## src/rtl/seg_scan_if.sv

```systemverilog
// Signal bundle between the scan controller and its digit mux / display pins.
// master is the controller side; slave is the mux/board side.
interface seg_scan_if;
  logic       enable;
  logic [7:0] digit_mask;
  logic [7:0] dp_mask;
  logic [3:0] digit_in;
  logic [2:0] sel;
  logic [7:0] an_n;
  logic [6:0] seg_n;
  logic       dp_n;
  logic       frame_tick;

  modport master (
    input  enable, digit_mask, dp_mask, digit_in,
    output sel, an_n, seg_n, dp_n, frame_tick
  );

  modport slave (
    output enable, digit_mask, dp_mask, digit_in,
    input  sel, an_n, seg_n, dp_n, frame_tick
  );
endinterface

```

## src/rtl/seg_scan_ctrl.sv

```systemverilog
// Time-multiplexed seven-segment scan controller with blanking dead-time between digits.
// Every output is registered; the anode pattern is derived from the next state.
module seg_scan_ctrl #(
  parameter int unsigned NUM_DIGITS  = 8,
  parameter int unsigned BLANK_TICKS = 1000,
  parameter int unsigned SHOW_TICKS  = 99000
) (
  input  logic       clk,
  input  logic       rst,
  seg_scan_if.master bus
);

  localparam int unsigned MaxTicks = (BLANK_TICKS > SHOW_TICKS) ? BLANK_TICKS : SHOW_TICKS;
  localparam int unsigned CntW     = $clog2(MaxTicks);

  localparam logic [CntW-1:0] BlankLast = CntW'(BLANK_TICKS - 1);
  localparam logic [CntW-1:0] ShowLast  = CntW'(SHOW_TICKS - 1);
  localparam logic [2:0]      SelLast   = 3'(NUM_DIGITS - 1);

  typedef enum logic [1:0] {StIdle, StBlank, StShow} state_e;

  state_e          state_q, state_d;
  logic [2:0]      sel_q, sel_d;
  logic [CntW-1:0] cnt_q, cnt_d;
  logic [7:0]      an_n_q, an_n_d;
  logic [6:0]      seg_n_q, seg_n_d;
  logic            dp_n_q, dp_n_d;
  logic            ft_q, ft_d;

  always_comb begin
    state_d = state_q;
    sel_d   = sel_q;
    cnt_d   = cnt_q;
    ft_d    = 1'b0;

    if (!bus.enable) begin
      state_d = StIdle;
      sel_d   = 3'd0;
      cnt_d   = '0;
    end else begin
      case (state_q)
        StIdle: begin
          state_d = StBlank;
          sel_d   = 3'd0;
          cnt_d   = '0;
        end
        StBlank: begin
          if (cnt_q == BlankLast) begin
            state_d = StShow;
            cnt_d   = '0;
          end else begin
            cnt_d = cnt_q + 1'b1;
          end
        end
        StShow: begin
          if (cnt_q == ShowLast) begin
            state_d = StBlank;
            cnt_d   = '0;
            if (sel_q == SelLast) begin
              sel_d = 3'd0;
              ft_d  = 1'b1;
            end else begin
              sel_d = sel_q + 3'd1;
            end
          end else begin
            cnt_d = cnt_q + 1'b1;
          end
        end
        default: begin
          state_d = StIdle;
          sel_d   = 3'd0;
          cnt_d   = '0;
        end
      endcase
    end

    // Look ahead at the next state so the registered anodes line up with state_q.
    an_n_d = 8'hFF;
    dp_n_d = 1'b1;
    if (state_d == StShow) begin
      if (bus.digit_mask[sel_d]) begin
        an_n_d[sel_d] = 1'b0;
      end
      dp_n_d = ~bus.dp_mask[sel_d];
    end
  end

  // Full-hex decode, {g,f,e,d,c,b,a} active-low.
  always_comb begin
    seg_n_d = 7'h7F;
    case (bus.digit_in)
      4'h0:    seg_n_d = 7'b1000000;
      4'h1:    seg_n_d = 7'b1111001;
      4'h2:    seg_n_d = 7'b0100100;
      4'h3:    seg_n_d = 7'b0110000;
      4'h4:    seg_n_d = 7'b0011001;
      4'h5:    seg_n_d = 7'b0010010;
      4'h6:    seg_n_d = 7'b0000010;
      4'h7:    seg_n_d = 7'b1111000;
      4'h8:    seg_n_d = 7'b0000000;
      4'h9:    seg_n_d = 7'b0010000;
      4'hA:    seg_n_d = 7'b0001000;
      4'hB:    seg_n_d = 7'b0000011;
      4'hC:    seg_n_d = 7'b1000110;
      4'hD:    seg_n_d = 7'b0100001;
      4'hE:    seg_n_d = 7'b0000110;
      4'hF:    seg_n_d = 7'b0001110;
      default: seg_n_d = 7'h7F;
    endcase
  end

  always_ff @(posedge clk or posedge rst) begin
    if (rst) begin
      state_q <= StIdle;
      sel_q   <= 3'd0;
      cnt_q   <= '0;
      an_n_q  <= 8'hFF;
      seg_n_q <= 7'h7F;
      dp_n_q  <= 1'b1;
      ft_q    <= 1'b0;
    end else begin
      state_q <= state_d;
      sel_q   <= sel_d;
      cnt_q   <= cnt_d;
      an_n_q  <= an_n_d;
      seg_n_q <= seg_n_d;
      dp_n_q  <= dp_n_d;
      ft_q    <= ft_d;
    end
  end

  assign bus.sel        = sel_q;
  assign bus.an_n       = an_n_q;
  assign bus.seg_n      = seg_n_q;
  assign bus.dp_n       = dp_n_q;
  assign bus.frame_tick = ft_q;

endmodule

```

## src/flat_wrapper.sv

```systemverilog
// flat-port wrapper written by rule: the top's interface ports become plain ports
module seg_scan_ctrl_flat 
#(
  parameter int unsigned NUM_DIGITS  = 8,
  parameter int unsigned BLANK_TICKS = 1000,
  parameter int unsigned SHOW_TICKS  = 99000
)
  (clk, rst, bus_enable, bus_digit_mask, bus_dp_mask, bus_digit_in, bus_sel, bus_an_n, bus_seg_n, bus_dp_n, bus_frame_tick);
  seg_scan_if bus_i ();
  input  logic clk;
  input  logic rst;
  input wire logic [$bits(bus_i.enable)-1:0] bus_enable;
  input wire logic [$bits(bus_i.digit_mask)-1:0] bus_digit_mask;
  input wire logic [$bits(bus_i.dp_mask)-1:0] bus_dp_mask;
  input wire logic [$bits(bus_i.digit_in)-1:0] bus_digit_in;
  output wire logic [$bits(bus_i.sel)-1:0] bus_sel;
  output wire logic [$bits(bus_i.an_n)-1:0] bus_an_n;
  output wire logic [$bits(bus_i.seg_n)-1:0] bus_seg_n;
  output wire logic [$bits(bus_i.dp_n)-1:0] bus_dp_n;
  output wire logic [$bits(bus_i.frame_tick)-1:0] bus_frame_tick;
  assign bus_i.enable = bus_enable;
  assign bus_i.digit_mask = bus_digit_mask;
  assign bus_i.dp_mask = bus_dp_mask;
  assign bus_i.digit_in = bus_digit_in;
  assign bus_sel = bus_i.sel;
  assign bus_an_n = bus_i.an_n;
  assign bus_seg_n = bus_i.seg_n;
  assign bus_dp_n = bus_i.dp_n;
  assign bus_frame_tick = bus_i.frame_tick;
  seg_scan_ctrl #(.NUM_DIGITS(NUM_DIGITS), .BLANK_TICKS(BLANK_TICKS), .SHOW_TICKS(SHOW_TICKS)) u_core (.clk(clk), .rst(rst), .bus(bus_i));
endmodule
```

## config.mk

```make
export PLATFORM = sky130hd
export DESIGN_NAME = seg_scan_ctrl_flat
export DESIGN_NICKNAME = d
export VERILOG_FILES = /design/src/rtl/seg_scan_if.sv /design/src/rtl/seg_scan_ctrl.sv /design/src/flat_wrapper.sv
export SDC_FILE = /design/constraint.sdc
export NUM_CORES = 1
export LEC_CHECK = 0
export CELL_PAD_IN_SITES_DETAIL_PLACEMENT = 1
export CELL_PAD_IN_SITES_GLOBAL_PLACEMENT = 1
export CORE_MARGIN = 3
export CORE_UTILIZATION = 35
export DETAILED_ROUTE_END_ITERATION = 16
export PLACE_DENSITY = 0.71
export SLEW_MARGIN = 20
export SYNTH_ARGS = -nofsm -noshare
export SYNTH_HDL_FRONTEND = slang
export SYNTH_SLANG_ARGS = --single-unit
```

## constraint.sdc

```tcl
create_clock -name clk -period 3.27 [get_ports clk]
set_clock_uncertainty 0.15 [all_clocks]
set_input_delay 0.654 -clock clk [delete_from_list [all_inputs] [get_ports clk]]
set_output_delay 0.654 -clock clk [all_outputs]
set_load 0.1 [all_outputs]
```

* Word-level counts from Yosys, hierarchy flattened *
Memories as Yosys holds them, arrays and structs flattened. A register that Yosys moved wholly into a read port is not among the register bits.
Index checks and enable logic that the tools add are counted.
W data, S select, Z words.

word-level totals
  flip-flop bits (word level) = 32
  latch bits = 0
  memory bits (writable) = 0
  bits in read-only memories = 112
  output and inout bits = 20
  memories kept = 1

memories
  name              depth  bits a word  read ports  clocked after memory_dff  write ports  RTL line             RTL
  (name not given)  16     7            1           1                         0            seg_scan_ctrl.sv:91  case (bus.digit_in)

operators by class
  add/sub/neg operators = 2
  multipliers = 0
  div/mod/pow operators = 0
  $lt $le $gt $ge = 2
  eq/ne operators = 6
  shift operators = 0
  multiplexer cells = 25
  bitwise operators = 2
  reduce and logical (&&, ||, !) cells = 2

operators by type and width
  kind                     number
  $mux W17                 3
  $pmux W17 S2             1
  $add A17 B1 Y17 const B  1
  $eq A17 B10 Y1 const B   1
  $eq A17 B17 Y1 const B   1
  $mux W8                  2
  $mux W3                  3
  $mux W1                  8
  $not A8 Y8               1
  $bmux W1 S3              2
  $mux W2                  3
  $pmux W2 S3              1
  $pmux W3 S2              1
  $eq A2 B2 Y1 const B     2
  $lt A3 B4 Y1 const B     1
  $add A3 B1 Y3 const B    1
  $demux W1 S3             1
  $eq A3 B3 Y1 const B     1
  $ge A3 B1 Y1 const B     1
  $eq A2 B1 Y1 const B     1
  $logic_not A2 Y1         1
  $logic_and A1 B1 Y1      1
  $not A1 Y1               1

* Depth between registers and ports, before layout *
  depth after elaboration = 12
  mapped depth = 9
  gate-level depth less buffers = 8

* Worst setup path before layout *
No wires, ideal clock.

  path kind = reg2reg
  start = register u_core.sel_q[0] (netlist: u_core.bus.sel[0])
  end = register u_core.an_n_q[5] (netlist: u_core.bus.an_n[5])
  setup time = 0.094 ns
  arrival time = 2.685 ns
  data required time = 3.026 ns
  slack = 0.341 ns
  stages on the path, launching flop included = 8
  buffers on the path = 0
  path through = dfrtp_1 ha_1 ha_1 or3b_2 o211a_4 nor2_8 o21ai_1 or4_1

between the ends
  word-level cells in the longest chain between the ends = 12

ends and longest elaborated chain
  what                                                                       RTL line                                  RTL
  from (decl)                                                                seg_scan_ctrl.sv:23                       logic [2:0] sel_q, sel_d;
  from (signal assigned)                                                     seg_scan_ctrl.sv:123                      sel_q <= sel_d;
  $add A3 B1 Y3 / $eq A3 B3 Y1 (equally long branches)                       seg_scan_ctrl.sv:63, seg_scan_ctrl.sv:59
  $mux W3                                                                    seg_scan_ctrl.sv:59                       if (sel_q == SelLast) begin
  $mux W3                                                                    seg_scan_ctrl.sv:56                       if (cnt_q == ShowLast) begin
  $pmux W3 S2 (*)                                                            seg_scan_ctrl.sv:41                       case (state_q)
  $mux W3 (*)                                                                seg_scan_ctrl.sv:36                       if (!bus.enable) begin
  named net u_core.sel_d[0]                                                  seg_scan_ctrl.sv:23
  $lt A3 B4 Y1 (implied by the code) / $ge A3 B1 Y1 (equally long branches)  seg_scan_ctrl.sv:82                       an_n_d[sel_d] = 1'b0;
  $logic_and A1 B1 Y1 (implied by the code)                                  seg_scan_ctrl.sv:82
  $mux W1 (implied by the code)                                              seg_scan_ctrl.sv:82
  $demux W1 S3                                                               --
  $not A8 Y8 (no line)                                                       --
  $mux W8 (*)                                                                seg_scan_ctrl.sv:81                       if (bus.digit_mask[sel_d]) begin
  $mux W8 (*)                                                                seg_scan_ctrl.sv:80                       if (state_d == StShow) begin
  named net u_core.an_n_d[5]                                                 seg_scan_ctrl.sv:25                       logic [7:0] an_n_q, an_n_d;
  to (signal assigned)                                                       seg_scan_ctrl.sv:125                      an_n_q <= an_n_d;
  to (decl)                                                                  seg_scan_ctrl.sv:25

Mark *: on every way through the listed nets, which the timed path passes. The rest lies on a longest branch. The select of a mux whose other input is x is not followed.

* Final worst setup path *
  start = register u_core.cnt_q[0]
  end = register u_core.an_n_q[7] (netlist: u_core.bus.an_n[7])

between the ends
  word-level cells in the longest chain between the ends = 11

ends and longest elaborated chain
  what                                                                       RTL line              RTL
  from (decl)                                                                seg_scan_ctrl.sv:24   logic [CntW-1:0] cnt_q, cnt_d;
  from (signal assigned)                                                     seg_scan_ctrl.sv:124  cnt_q <= cnt_d;
  $eq A17 B17 Y1 (*)                                                         seg_scan_ctrl.sv:56
  $mux W3 (*)                                                                seg_scan_ctrl.sv:56
  $pmux W3 S2 (*)                                                            seg_scan_ctrl.sv:41
  $mux W3 (*)                                                                seg_scan_ctrl.sv:36
  named net u_core.sel_d[2]                                                  seg_scan_ctrl.sv:23
  $lt A3 B4 Y1 (implied by the code) / $ge A3 B1 Y1 (equally long branches)  seg_scan_ctrl.sv:82
  $logic_and A1 B1 Y1 (implied by the code)                                  seg_scan_ctrl.sv:82
  $mux W1 (implied by the code)                                              seg_scan_ctrl.sv:82
  $demux W1 S3                                                               --
  $not A8 Y8 (no line)                                                       --
  $mux W8 (*)                                                                seg_scan_ctrl.sv:81
  $mux W8 (*)                                                                seg_scan_ctrl.sv:80
  named net u_core.an_n_d[7]                                                 seg_scan_ctrl.sv:25

Marks and branches as above.

==> impl_metrics.json <==
{
  "postSynthCellCount": 212,
  "timing.max_cap.violations": 0,
  "timing_worst_setup_path_type": "register to register",
  "grt_pass1_vias": 1915,
  "cts_max_level": 2,
  "area_growth_syn_to_layout_pct": 24.7,
  "rsz0062_at_grt": "no",
  "period_needed_ns": 3.00,
  "async_flop_share_pct": 100,
  "grt_pass1_wl_microns": 9380,
  "end_kind": "register",
  "drc_errors": 0,
  "dp_slack_ns": 0.181,
  "vias": 1787,
  "finalNonFillerCells": 336,
  "ir_drop_uv": 278,
  "clockBufferDepth": 2,
  "ys_warn_count": 0,
  "worst-path-max-fanout": 7,
  "power-per-cell-area_mw_per_mm2": 350,
  "clkLatencyLatePin_ns": 0.28,
  "core.rowCount": 28,
  "r2r_end": "u_core.bus.an_n[7]",
  "synth.avg_cell_area_sq_um": 10.4,
  "nFillCells": 703,
  "ff2ff_path_depth": 7,
  "fin_crit_sh_pct": 91.9,
  "grt_max_degree": 40,
  "cts_resized": 0,
  "synth-edff-count": 0,
  "synth.net_count": 248,
  "leakagePower_nw": 1.14,
  "hp-class": "register to register",
  "worstHoldStart": "u_core.cnt_q[0]",
  "drive_gt1_share_pct": 20.3,
  "clk_pin_slew_ns": 0.07,
  "worstMarginPinSlew_ns": 0.720,
  "utilization_pct": 45.6,
  "cts_root_buffer": "clkbuf_8",
  "dp.cells": 328,
  "power_frac_comb_pct": 16.5,
  "initial_core_util_pct": 36.6,
  "via_per_inst": 5.32,
  "power.share.clock_pct": 31.4,
  "wl_microns": 5440,
  "io_pins": 43,
  "ant_nets": 0,
  "cts_buffers": 5,
  "seqPwrFrac_pct": 52.0,
  "yosysMostFrequentCell": "nor2_1",
  "ys_ff_latch": 39,
  "netSwitchingPower_uw": 261,
  "setup_ws_ns": 0.265,
  "power.total_uw": 963,
  "min_to": "u_core.cnt_q[0]",
  "clkSinkCount": 39,
  "startpoint_type": "register",
  "worstPathCellList": "ha_1 > nand4bb_1 > or4_4 > a21oi_1 > o31ai_1 > o2111ai_1 > or4_1",
  "hold_violations": 0,
  "arrival_ns": 3.04,
  "internal_power_uw": 702,
  "drv_slew": 0,
  "cpPeakStageDelay_ns": 0.62,
  "max_freq_mhz": 333,
  "gp_congestion": 0.831,
  "drtIter0Drc": 80,
  "critPathSlowestCell": "o31ai_1",
  "diodes": 0,
  "detail_route.wl_per_cell_microns": 16.2,
  "slew_headroom_pct": 51.6,
  "required_ns": 3.31,
  "ys_seq_area_share_pct": 45.2,
  "setup_viol": 0,
  "dieArea_sq_mm": 0.00729,
  "track_usage_pct": 15.9,
  "yosys.area.top_type": "dfrtp_1",
  "ys_types": 51,
  "synth_area_sq_mm": 0.00221,
  "fin_tns_setup_ns": 0,
  "hold-path-cell-count": 1,
  "post_cts_buffers": 0,
  "netSwitchingFraction_pct": 27.1,
  "nets": 296,
  "tritoncts": "yes",
  "ff2ff_setup_slack_ns": 0.27,
  "r2r_start": "u_core.cnt_q[0]",
  "die_h_microns": 85.4,
  "antenna_found_initial": 0,
  "status": "completed",
  "port-buffer-count": 42,
  "grt.overflow.total": 0,
  "synthFlopType": "dfrtp_1",
  "first_pass_iters": 4,
  "ctsHoldBuffers": 0,
  "ys_top_cells_by_area": "dfrtp_1 26%, dfstp_2 19%, ha_1 7.4%, nor2_1 4.1%, xor2_1 3.6%",
  "dp_hpwl_microns": 4210,
  "coreArea_sq_mm": 0.00603,
  "synthTopCellsByCount": "24 x nor2_1, 23 x dfrtp_1, 16 x dfstp_2, 13 x ha_1",
  "yosysTopAreaCellShare_pct": 26.1,
  "die_x_microns": 85.4
}
-- power groups by stage --
stage / sequential [mW] / clock, mW / combinational, mW
after floorplan: 0.569 / 0 / 0.0448
after global placement: 0.509 / 0 / 0.160
after detailed placement: 0.509 / 0 / 0.161
after CTS: 0.501 / 0.317 / 0.162
after global routing: 0.503 / 0.337 / 0.172
final: 0.501 / 0.303 / 0.159
-- area by class of cell --
class                   count  area (sq um)  area share (%)
inverters                  11          41.3            1.50
flip-flops and latches     39           996            36.2
repair buffers             45           393            14.3
multi-input cells         158          1150            41.7
well taps                  75          93.8            3.41
clock buffers               8          80.1            2.91
-- through the flow --
step	area, sq um	hold slack [ns]
2_1_floorplan	2210	0.274
3_3_place_gp	2670	0.286
3_5_place_dp	2670	0.309
4_1_cts	2750	0.320
5_1_grt	2750	0.352
6_report	2750	0.323
-- logic make-up after synthesis --
kind of cell,after synthesis,synth area share [%]
AO/OA/AOI/OAI,38,12.8
XOR/XNOR,14,5.56
adder cells (fa/ha/maj),13,7.37
buffers and inverters,15,2.89
flip-flops,39,45.2
multiplexers,7,3.86
AND/OR/NAND/NOR,86,22.4
-- critical path: cells and delay by family, from the launching register on --
| kind | cells | cell delay, ns |
|---|---|---|
| compound gates | 3 | 1.08 |
| fa+ha+maj | 1 | 0.27 |
| flops | 1 | 0.40 |
| simple gates | 3 | 1.01 |
-- worst max-delay path by stage --
stage	from	end	slack, ns	depth (start not counted)
detailed placement	bus_enable	u_core.bus.an_n[7]	0.18	5
global placement	bus_enable	u_core.bus.an_n[7]	0.32	5
finish	u_core.cnt_q[0]	u_core.bus.an_n[7]	0.27	7
CTS	u_core.cnt_q[10]	u_core.bus.an_n[6]	0.30	6
global route	u_core.cnt_q[0]	u_core.bus.an_n[7]	0.04	7
floorplan	u_core.bus.sel[0]	u_core.bus.an_n[5]	0.34	7
-- per-layer routing --
layer	global-route usage [%]	vias to the layer above	share of wire [%]	routed length, microns
li1	-	864	-	-
met1	21.6	901	48	2620
met2	26.3	20	49	2640
met3	3.20	2	2.5	137
met4	3.02	0	0.66	36
met5	0	-	0	0
-- state kept, by name, summed over array words and instances (netlist names) --
name                   cells
u_core.bus.sel             3
u_core.state_q             2
u_core.cnt_q              17
u_core.bus.seg_n           7
u_core.bus.an_n            8
u_core.bus.frame_tick      1
u_core.bus.dp_n            1
-- cell usage in the layout (no fill, tap or decap), types with 3 or more instances in the layout --
| cell | netlist | routed |
|---|---|---|
| nand4_1 | 5 | 5 |
| clkdlybuf4s50_1 | 0 | 22 |
| and2_1 | 6 | 6 |
| clkbuf_8 | 0 | 5 |
| and3_1 | 4 | 4 |
| inv_1 | 11 | 11 |
| nor2b_1 | 3 | 3 |
| clkbuf_1 | 3 | 3 |
| nor4_1 | 3 | 3 |
| o211ai_1 | 3 | 3 |
| o22ai_1 | 3 | 3 |
| a21oi_1 | 7 | 7 |
| buf_4 | 0 | 23 |
| dfrtp_1 | 23 | 23 |
| dfstp_2 | 16 | 16 |
| nand2_1 | 11 | 11 |
| xor2_1 | 9 | 9 |
| ha_1 | 13 | 13 |
| o21ai_0 | 4 | 4 |
| nor2_1 | 24 | 24 |
| o2111ai_1 | 4 | 4 |
| nand3_1 | 7 | 7 |
| nand2b_1 | 3 | 3 |
| or4_1 | 5 | 5 |
| mux2i_1 | 4 | 4 |
| xnor2_1 | 5 | 5 |
(Power assumes the default switching activity.)
